**config.mk**
```make
export PLATFORM = sky130hd
export DESIGN_NAME = exe_stage_unit_flat
export DESIGN_NICKNAME = d
export VERILOG_FILES = /design/src/rtl/exe_stage_unit_if.sv /design/src/rtl/exe_stage_unit.sv /design/src/flat_wrapper.sv
export SDC_FILE = /design/constraint.sdc
export NUM_CORES = 1
export LEC_CHECK = 0
export ABC_CLOCK_PERIOD_IN_PS = 4600
export CAP_MARGIN = 30
export CORE_AREA = 2 2 168 129
export CTS_CLUSTER_DIAMETER = 100
export DETAILED_ROUTE_END_ITERATION = 10
export DIE_AREA = 0 0 170 131
export PLACE_DENSITY = 0.88
export SLEW_MARGIN = 25
export SYNTH_ARGS = -nofsm -noshare
export SYNTH_HDL_FRONTEND = slang
export SYNTH_SLANG_ARGS = --single-unit
```
**constraint.sdc**
```tcl
create_clock -name clk -period 4.6 [get_ports clk]
set_clock_uncertainty 0.2 [all_clocks]
set_input_delay 0.92 -clock clk [delete_from_list [all_inputs] [get_ports clk]]
set_output_delay 0.92 -clock clk [all_outputs]
set_load 0.02 [all_outputs]
```
**src/rtl/exe_stage_unit_if.sv**
```systemverilog
// rtl/exe_stage_unit_if.sv - decoder-to-EXE bundle and EXE/MEM register outputs
interface exe_stage_unit_if #(
  parameter int WIDTH = 32
);
  // Hazard controls
  logic             freeze;
  logic             flush;
  // Decoded instruction bundle
  logic             valid_in;
  logic [3:0]       Exe_CMD;
  logic             Mem_R_En;
  logic             Mem_W_En;
  logic             WB_En;
  logic             B;
  logic             S;
  logic [WIDTH-1:0] Val_Rn;
  logic [WIDTH-1:0] Val2;
  logic [WIDTH-1:0] Val_Rm;
  logic [3:0]       Dest;
  logic [WIDTH-1:0] PC;
  logic [23:0]      Imm24;
  // Results
  logic [3:0]       status_out;
  logic             branch_taken;
  logic [WIDTH-1:0] branch_addr;
  logic [WIDTH-1:0] alu_result_q;
  logic [WIDTH-1:0] st_val_q;
  logic [3:0]       dest_q;
  logic             mem_r_en_q;
  logic             mem_w_en_q;
  logic             wb_en_q;

  // Upstream side: drives the instruction bundle, observes the results
  modport master (
    output freeze, flush, valid_in, Exe_CMD, Mem_R_En, Mem_W_En, WB_En, B, S,
           Val_Rn, Val2, Val_Rm, Dest, PC, Imm24,
    input  status_out, branch_taken, branch_addr, alu_result_q, st_val_q,
           dest_q, mem_r_en_q, mem_w_en_q, wb_en_q
  );

  // Execute stage side
  modport slave (
    input  freeze, flush, valid_in, Exe_CMD, Mem_R_En, Mem_W_En, WB_En, B, S,
           Val_Rn, Val2, Val_Rm, Dest, PC, Imm24,
    output status_out, branch_taken, branch_addr, alu_result_q, st_val_q,
           dest_q, mem_r_en_q, mem_w_en_q, wb_en_q
  );
endinterface

```
**src/rtl/exe_stage_unit.sv**
```systemverilog
// rtl/exe_stage_unit.sv - ARM execute stage: ALU, NZCV register, branch target, EXE/MEM register
module exe_stage_unit #(
  parameter int WIDTH = 32
) (
  input logic            clk,
  input logic            rst,
  exe_stage_unit_if.slave bus
);

  localparam logic [3:0] CMD_MOV = 4'b0001;
  localparam logic [3:0] CMD_MVN = 4'b1001;
  localparam logic [3:0] CMD_ADD = 4'b0010;
  localparam logic [3:0] CMD_ADC = 4'b0011;
  localparam logic [3:0] CMD_SUB = 4'b0100;
  localparam logic [3:0] CMD_SBC = 4'b0101;
  localparam logic [3:0] CMD_AND = 4'b0110;
  localparam logic [3:0] CMD_ORR = 4'b0111;
  localparam logic [3:0] CMD_EOR = 4'b1000;

  logic [3:0]       status_q, status_d;
  logic [WIDTH-1:0] alu_result_q, alu_result_d;
  logic [WIDTH-1:0] st_val_q, st_val_d;
  logic [3:0]       dest_q, dest_d;
  logic             mem_r_en_q, mem_r_en_d;
  logic             mem_w_en_q, mem_w_en_d;
  logic             wb_en_q, wb_en_d;

  logic             live;
  logic             c_in;
  logic [WIDTH:0]   sum_w;
  logic [WIDTH-1:0] alu_res;
  logic             c_f;
  logic             v_f;
  logic             flag_en;
  logic             rn_msb;
  logic             v2_msb;

  assign live   = bus.valid_in & ~bus.flush;
  assign c_in   = status_q[1];
  assign rn_msb = bus.Val_Rn[WIDTH-1];
  assign v2_msb = bus.Val2[WIDTH-1];

  // ALU: subtraction is Rn + ~Val2 + carry-in, so bit WIDTH is directly the NOT-borrow carry
  always_comb begin
    sum_w   = '0;
    alu_res = '0;
    c_f     = status_q[1];
    v_f     = status_q[0];
    flag_en = 1'b1;
    case (bus.Exe_CMD)
      CMD_MOV: alu_res = bus.Val2;
      CMD_MVN: alu_res = ~bus.Val2;
      CMD_AND: alu_res = bus.Val_Rn & bus.Val2;
      CMD_ORR: alu_res = bus.Val_Rn | bus.Val2;
      CMD_EOR: alu_res = bus.Val_Rn ^ bus.Val2;
      CMD_ADD, CMD_ADC: begin
        sum_w = {1'b0, bus.Val_Rn} + {1'b0, bus.Val2}
              + {{WIDTH{1'b0}}, (bus.Exe_CMD == CMD_ADC) & c_in};
        alu_res = sum_w[WIDTH-1:0];
        c_f     = sum_w[WIDTH];
        v_f     = (rn_msb == v2_msb) & (sum_w[WIDTH-1] != rn_msb);
      end
      CMD_SUB, CMD_SBC: begin
        sum_w = {1'b0, bus.Val_Rn} + {1'b0, ~bus.Val2}
              + {{WIDTH{1'b0}}, (bus.Exe_CMD == CMD_SUB) | c_in};
        alu_res = sum_w[WIDTH-1:0];
        c_f     = sum_w[WIDTH];
        v_f     = (rn_msb != v2_msb) & (sum_w[WIDTH-1] != rn_msb);
      end
      default: flag_en = 1'b0;
    endcase
  end

  // NZCV next state: only live, unfrozen, non-branch instructions with S and a defined opcode
  always_comb begin
    status_d = status_q;
    if (live && bus.S && !bus.B && !bus.freeze && flag_en) begin
      status_d = {alu_res[WIDTH-1], (alu_res == '0), c_f, v_f};
    end
  end

  // EXE/MEM register next state: flush beats freeze, invalid slots become zero bubbles
  always_comb begin
    alu_result_d = alu_result_q;
    st_val_d     = st_val_q;
    dest_d       = dest_q;
    mem_r_en_d   = mem_r_en_q;
    mem_w_en_d   = mem_w_en_q;
    wb_en_d      = wb_en_q;
    if (bus.flush) begin
      mem_r_en_d = 1'b0;
      mem_w_en_d = 1'b0;
      wb_en_d    = 1'b0;
    end else if (!bus.freeze) begin
      alu_result_d = bus.valid_in ? alu_res : '0;
      st_val_d     = bus.valid_in ? bus.Val_Rm : '0;
      dest_d       = bus.valid_in ? bus.Dest : 4'b0000;
      mem_r_en_d   = bus.valid_in & bus.Mem_R_En & ~bus.B;
      mem_w_en_d   = bus.valid_in & bus.Mem_W_En & ~bus.B;
      wb_en_d      = bus.valid_in & bus.WB_En;
    end
  end

  // State registers with asynchronous reset
  always_ff @(posedge clk or posedge rst) begin
    if (rst) begin
      status_q     <= 4'b0000;
      alu_result_q <= '0;
      st_val_q     <= '0;
      dest_q       <= 4'b0000;
      mem_r_en_q   <= 1'b0;
      mem_w_en_q   <= 1'b0;
      wb_en_q      <= 1'b0;
    end else begin
      status_q     <= status_d;
      alu_result_q <= alu_result_d;
      st_val_q     <= st_val_d;
      dest_q       <= dest_d;
      mem_r_en_q   <= mem_r_en_d;
      mem_w_en_q   <= mem_w_en_d;
      wb_en_q      <= wb_en_d;
    end
  end

  assign bus.status_out   = status_q;
  assign bus.alu_result_q = alu_result_q;
  assign bus.st_val_q     = st_val_q;
  assign bus.dest_q       = dest_q;
  assign bus.mem_r_en_q   = mem_r_en_q;
  assign bus.mem_w_en_q   = mem_w_en_q;
  assign bus.wb_en_q      = wb_en_q;
  assign bus.branch_taken = live & bus.B;
  assign bus.branch_addr  = bus.PC + {{(WIDTH-26){bus.Imm24[23]}}, bus.Imm24, 2'b00};

endmodule

```
**src/flat_wrapper.sv**
```systemverilog
// flat-port wrapper written by rule: the top's interface ports become plain ports
module exe_stage_unit_flat 
#(
  parameter int WIDTH = 32
)
  (clk, rst, bus_freeze, bus_flush, bus_valid_in, bus_Exe_CMD, bus_Mem_R_En, bus_Mem_W_En, bus_WB_En, bus_B, bus_S, bus_Val_Rn, bus_Val2, bus_Val_Rm, bus_Dest, bus_PC, bus_Imm24, bus_status_out, bus_branch_taken, bus_branch_addr, bus_alu_result_q, bus_st_val_q, bus_dest_q, bus_mem_r_en_q, bus_mem_w_en_q, bus_wb_en_q);
  exe_stage_unit_if #(.WIDTH(WIDTH)) bus_i ();
  input logic clk;
  input logic rst;
  input wire logic [$bits(bus_i.freeze)-1:0] bus_freeze;
  input wire logic [$bits(bus_i.flush)-1:0] bus_flush;
  input wire logic [$bits(bus_i.valid_in)-1:0] bus_valid_in;
  input wire logic [$bits(bus_i.Exe_CMD)-1:0] bus_Exe_CMD;
  input wire logic [$bits(bus_i.Mem_R_En)-1:0] bus_Mem_R_En;
  input wire logic [$bits(bus_i.Mem_W_En)-1:0] bus_Mem_W_En;
  input wire logic [$bits(bus_i.WB_En)-1:0] bus_WB_En;
  input wire logic [$bits(bus_i.B)-1:0] bus_B;
  input wire logic [$bits(bus_i.S)-1:0] bus_S;
  input wire logic [$bits(bus_i.Val_Rn)-1:0] bus_Val_Rn;
  input wire logic [$bits(bus_i.Val2)-1:0] bus_Val2;
  input wire logic [$bits(bus_i.Val_Rm)-1:0] bus_Val_Rm;
  input wire logic [$bits(bus_i.Dest)-1:0] bus_Dest;
  input wire logic [$bits(bus_i.PC)-1:0] bus_PC;
  input wire logic [$bits(bus_i.Imm24)-1:0] bus_Imm24;
  output wire logic [$bits(bus_i.status_out)-1:0] bus_status_out;
  output wire logic [$bits(bus_i.branch_taken)-1:0] bus_branch_taken;
  output wire logic [$bits(bus_i.branch_addr)-1:0] bus_branch_addr;
  output wire logic [$bits(bus_i.alu_result_q)-1:0] bus_alu_result_q;
  output wire logic [$bits(bus_i.st_val_q)-1:0] bus_st_val_q;
  output wire logic [$bits(bus_i.dest_q)-1:0] bus_dest_q;
  output wire logic [$bits(bus_i.mem_r_en_q)-1:0] bus_mem_r_en_q;
  output wire logic [$bits(bus_i.mem_w_en_q)-1:0] bus_mem_w_en_q;
  output wire logic [$bits(bus_i.wb_en_q)-1:0] bus_wb_en_q;
  assign bus_i.freeze = bus_freeze;
  assign bus_i.flush = bus_flush;
  assign bus_i.valid_in = bus_valid_in;
  assign bus_i.Exe_CMD = bus_Exe_CMD;
  assign bus_i.Mem_R_En = bus_Mem_R_En;
  assign bus_i.Mem_W_En = bus_Mem_W_En;
  assign bus_i.WB_En = bus_WB_En;
  assign bus_i.B = bus_B;
  assign bus_i.S = bus_S;
  assign bus_i.Val_Rn = bus_Val_Rn;
  assign bus_i.Val2 = bus_Val2;
  assign bus_i.Val_Rm = bus_Val_Rm;
  assign bus_i.Dest = bus_Dest;
  assign bus_i.PC = bus_PC;
  assign bus_i.Imm24 = bus_Imm24;
  assign bus_status_out = bus_i.status_out;
  assign bus_branch_taken = bus_i.branch_taken;
  assign bus_branch_addr = bus_i.branch_addr;
  assign bus_alu_result_q = bus_i.alu_result_q;
  assign bus_st_val_q = bus_i.st_val_q;
  assign bus_dest_q = bus_i.dest_q;
  assign bus_mem_r_en_q = bus_i.mem_r_en_q;
  assign bus_mem_w_en_q = bus_i.mem_w_en_q;
  assign bus_wb_en_q = bus_i.wb_en_q;
  exe_stage_unit #(.WIDTH(WIDTH)) u_core (.clk(clk), .rst(rst), .bus(bus_i));
endmodule
```
Word level (Yosys, flattened, before mapping)
Index checks and enable logic that the tools add are counted.

operators by class
  reduce and logical (&&, ||, !) cells = 13
  add/sub/neg operators = 5
  eq/ne operators = 14
  bitwise gates (word level) = 18
  multiplexer cells = 13

operators with widths
  operator            count
  $pmux 32 s7         1
  $add 32x32->33      2
  $add 33x1->33       2
  $mux 32             2
  $add 32x32->32      1
  $and 32x32->32      1
  $logic_not 32->1    1
  $not 32->32         1
  $or 32x32->32       1
  $xor 32x32->32      1
  $eq 4x3->1 const B  4
  $and 1x1->1         10
  $reduce_or 9->1     1
  $eq 4x2->1 const B  2
  $eq 4x4->1 const B  2
  $mux 1              7
  $eq 4x1->1 const B  1
  $logic_and 1x1->1   4
  $mux 4              1
  $pmux 1 s2          2
  $reduce_and 2->1    2
  $reduce_or 2->1     2
  $ne 1x1->1          3
  $not 1->1           3
  other kinds (5)     6

word-level totals
  bits in registers = 75
  input bits = 170
  logic and storage cells = 71

Longest topological paths before layout
  depth in word-level cells = 7
  mapped depth = 23
  mapped depth without buffers = 18

Least setup slack after synthesis
No wires, ideal clock.

  path type = input -> register
  start point = input port bus_Exe_CMD[1]
  end point = register u_core.status_q[2], in the netlist u_core.bus.status_out[2]
  data required time = 4.334 ns
  arrival = 5.671 ns
  stages = 20
  path slack = -1.336 ns
  cell sequence = clkbuf_1 -> nand2b_1 -> nor2_1 -> clkbuf_1 -> clkbuf_1 -> nand3_1 -> fa_1 -> fa_1 -> and2b_4 -> o2111ai_4 -> a311oi_4 -> nor4_4 -> o31ai_4 -> a31o_1 -> a221oi_2 -> a211oi_2 -> o32ai_1 -> or4_1 -> nor4_1 -> a22o_1

on the way
  word-level cells in the longest chain between the ends = 5
  elaborated cells between the ends (all ways) = 20
  classes of those cells = add/sub: 2; eq/ne: 9; mux: 2; bitwise: 2; reduce/logical: 5

RTL lines
  element                                    line                                                              RTL
  start: declaration                         flat_wrapper.sv:13                                                input wire logic [$bits(bus_i.Exe_CMD)-1:0] bus_Exe_CMD;
  $eq 4x3->1 or $eq 4x2->1 (tied branches)   exe_stage_unit.sv:50, exe_stage_unit.sv:65, exe_stage_unit.sv:58
  $or 1x1->1 or $and 1x1->1 (tied branches)  exe_stage_unit.sv:65, exe_stage_unit.sv:58
  $add 33x1->33 (on tied branches)           exe_stage_unit.sv:65, exe_stage_unit.sv:58
  $pmux 32 s7                                exe_stage_unit.sv:50                                              case (bus.Exe_CMD)
  $logic_not 32->1                           exe_stage_unit.sv:78                                              status_d = {alu_res[WIDTH-1], (alu_res == '0), c_f, v_f};
  end signal: assignment                     exe_stage_unit.sv:115                                             status_q <= status_d;
  end: declaration                           exe_stage_unit.sv:20                                              logic [3:0] status_q, status_d;

Parallel ways exist; a longest one is shown, timed or not.
A chain may end at the register's enable or synchronous reset.

Worst setup path after layout
  start point = input port bus_PC[13]
  end point = output port bus_branch_addr[30]

on the way
  word-level cells in the longest chain between the ends = 1

RTL lines
  element             line                   RTL
  start: declaration  flat_wrapper.sv:23     input wire logic [$bits(bus_i.PC)-1:0] bus_PC;
  $add 32x32->32      exe_stage_unit.sv:133  assign bus.branch_addr = bus.PC + {{(WIDTH-26){bus.Imm24[23]}}, bus.Imm24, 2'b00};
  end: declaration    flat_wrapper.sv:27     output wire logic [$bits(bus_i.branch_addr)-1:0] bus_branch_addr;

Every way passes these cells.

==> reports/results.tsv <==
stage	metric	value	unit
floorplan	die_w	170	um
cts	clk_pin_slew	0.06	ns
final_layout	drive_gt1_share	27.4	%
worst_setup_path	reg2reg_slack	0.17	ns
sta	fmax	0.204	GHz
yosys	yosys_warnings	0	
floorplan	fp-row-count	46	
yosys	netlist_area	0.0104	sq mm
yosys	synth-edff-count	0	
sta	final.setup.worst_slack	-0.312	ns
routing	viasPerCell	6.10	
global_routing	grt_pass1_wl	69.0	mm
outcome	failed_checks	setup timing	
placed_design	gp_congestion	1.03	
worst_setup_path	rr_endpoint	u_core.bus.status_out[2]	
final_layout	syn2layout_area_growth	62.2	%
placed_design	postPlaceCellArea	0.0158	sq mm
min_path	hold_depth	2	
routing	postRouteAntennaNets	0	
min_path	hp-class	reg2reg	
worst_setup_path	critPathCaptureType	output pin	
sta	finalMaxSlewViolations	0	
final_layout	nets	2280	
yosys	ys_seq_area_share	18.1	%
placed_design	port_buffers	273	
final_layout	finalInstanceArea	0.0168	sq mm
final_layout	antenna_cells	0	
cts	clockRootBuffer	clkbuf_16	
sta	max_slew_margin	41.2	%
sta	finalSetupTns	-0.902	ns
min_path	hold_start	u_core.bus.st_val_q[10]	
pwr	power_density	227	mW/mm^2
cts	cts_hold_buf	0	
cts	clock_latency	0.35	ns
yosys	avgSynthCellArea	7.44	sq um
outcome	status	complete, but fails checks	
floorplan	dieArea	0.0223	sq mm
worst_setup_path	reg2reg_from	u_core.bus.status_out[1]	
placed_design	place_hpwl	34.5	mm
yosys	synthFlopType	dfrtp_1	
cts	cts.sinks	75	
cts	cts_buffer_depth	2	
floorplan	start_util	50.1	%
global_routing	overflow	0	
sta	hold_violations	0	
sta	min_period	4.91	ns
final_layout	finalCoreUtilization	81.3	%
yosys	netlist_instances	1395	
yosys	synthArstFlopShare	100	%
routing	wl	46.0	mm
sta	hold_slack	0.265	ns
cts	h-tree-depth	3	
sta	tightest_slew	0.875	ns
sta	fin_crit_sh	107	%
pwr	p_leak	8.12	nW
routing	num_vias	13700	
run	drv_cap	0	
yosys	synth_cell_type_count	91	
global_routing	antenna_found_initial	1	
global_routing	grt_use_total	39.2	%
worst_setup_path	worstSetupPathType	in2out	
worst_setup_path	arrival	3.79	ns
placed_design	place_ws	-1.33	ns
floorplan	io_pins	278	
worst_setup_path	path_max_fanout	2	
cts	cts_tree	yes	
sta	setup_viol	9	
worst_setup_path	reg2regPathDepth	15	
routing	route.detailed.drc	0	
cts	numCtsBuffers	9	
global_routing	first_global_vias	13200	
worst_setup_path	cp-startpoint	bus_PC[13]	
pwr	ir_worst_vdd	0.189	mV
routing	wl_per_cell	20.4	um
min_path	min_to	u_core.bus.st_val_q[10]	
yosys	synth_nets	1694	
global_routing	grt_max_degree	43	
sta	rsz0062_at_grt	yes	
routing	first_pass_iters	8	
yosys	ys_ff_latch	75	
worst_setup_path	cp.required	3.48	ns
worst_setup_path	critPathLaunchType	primary input	
floorplan	die_y	131	um
routing	drtIter0Drc	1316	
floorplan	fp.coreArea	0.0207	sq mm
[synth_stat cells (16+ instances only)]
| library cell | n | area, sq um |
|---|---|---|
| nand2_1 | 159 | 597 |
| a21o_1 | 27 | 203 |
| a21oi_1 | 105 | 526 |
| inv_1 | 139 | 522 |
| mux2i_1 | 27 | 270 |
| nor2_1 | 101 | 379 |
| dfrtp_1 | 75 | 1880 |
| clkbuf_1 | 51 | 191 |
| a22o_1 | 19 | 166 |
| nand4_1 | 16 | 100 |
| o22ai_1 | 16 | 100 |
| o211ai_1 | 23 | 173 |
| nor3_1 | 31 | 155 |
| ha_1 | 124 | 1550 |
| nand2b_1 | 17 | 106 |
| nand3_1 | 58 | 290 |
| o21bai_1 | 16 | 120 |
| xnor2_1 | 33 | 289 |
| o21ai_0 | 77 | 385 |
[final cells by class]
| cell class | count | area (sq um) |
|---|---|---|
| clock buffer | 10 | 239 |
| clock inverter | 6 | 95.1 |
| fill | 1336 | 3880 |
| inverter | 139 | 522 |
| multi-input combinational | 1104 | 8150 |
| sequential | 75 | 1880 |
| tap | 264 | 330 |
| timing repair buffer | 652 | 5620 |
[how the worst max path moves through the flow]
stage | endpoint | slack (ns)
6_report | bus_branch_addr[30] | -0.31
5_1_grt | bus_branch_addr[30] | -0.39
4_1_cts | u_core.bus.status_out[2] | -0.23
3_5_place_dp | bus_branch_addr[30] | -1.33
3_3_place_gp | bus_branch_addr[31] | -1.04
2_1_floorplan | u_core.bus.status_out[2] | -0.73
[through the flow]
| stage | instances | power [W] |
|---|---|---|
| after floorplan | 1395 | 0.00180 |
| after global placement | 2197 | 0.00281 |
| after detailed placement | 2197 | 0.00285 |
| after CTS | 2242 | 0.00372 |
| after global routing | 2250 | 0.00400 |
| final | 2250 | 0.00383 |
[flip-flops by register name (all words and copies together), names as in the netlist]
| name | count |
|---|---|
| u_core.bus.dest_q | 4 |
| u_core.bus.status_out | 4 |
| u_core.bus.mem_w_en_q | 1 |
| u_core.bus.alu_result_q | 32 |
| u_core.bus.mem_r_en_q | 1 |
| u_core.bus.wb_en_q | 1 |
| u_core.bus.st_val_q | 32 |
[cells in the final DEF, fill, tap and decap left out, types with 10 or more instances in the layout]
cell,count
buf_4,366
clkdlybuf4s50_1,223
nand2_1,159
inv_1,134
ha_1,110
nor2_1,95
a21oi_1,90
dfrtp_1,75
o21ai_0,66
nand3_1,55
xnor2_1,31
nor3_1,28
a21o_1,27
buf_6,26
mux2i_1,25
o211ai_1,23
a22o_1,19
o22ai_1,16
nand4_1,16
o21bai_1,15
nand2b_1,15
a21oi_2,15
dlygate4sd2_1,14
nor2b_1,13
o21a_1,13
a211oi_1,13
nor4_1,11
xor2_1,11
or2_2,10
o21ai_1,10
a221oi_1,10
ha_4,10
[what timing repair did]
item	4_1_cts	5_1_grt
endpoints found under the hold margin	0	0
resized for setup	193	61
endpoints found under the setup margin	40	30
pin swaps	72	20
buffers inserted	30	8
[power breakdown]
| group | total [W] | switching, W | internal [W] |
|---|---|---|---|
| Clock | 0.000799 | 0.000304 | 0.000496 |
| Combinational | 0.00225 | 0.00116 | 0.00109 |
| Sequential | 0.000779 | 0.0000462 | 0.000733 |
[routing by layer]
metal	track usage (%)	vias up	wire, um
li1	-	6191	-
met1	49.4	6393	17800
met2	66.8	913	21100
met3	6.66	224	4580
met4	17.3	2	2470
met5	0	-	13
[worst max-delay path: stages]
cell,delay (ns)
clkdlybuf4s15_1,0.23
ha_4,0.28
a21o_1,0.20
or3_1,0.40
o211ai_1,0.26
a31oi_1,0.16
o41a_1,0.35
nand4_1,0.13
a31oi_2,0.12
a21o_1,0.22
a21oi_4,0.18
xnor2_2,0.16
buf_4,0.18
[kinds of logic after synthesis]
| logic type | count (synthesis) | synth area share, % |
|---|---|---|
| xor gates and xnor gates | 44 | 3.71 |
| muxes | 30 | 2.93 |
| DFF | 75 | 18.1 |
| adders and majority gates | 129 | 15.9 |
| buffers and inverters | 216 | 8.23 |
| AOI/OAI and AO/OA | 436 | 29.8 |
| and+or+nand+nor | 465 | 21.3 |
(Power assumes the default switching activity.)
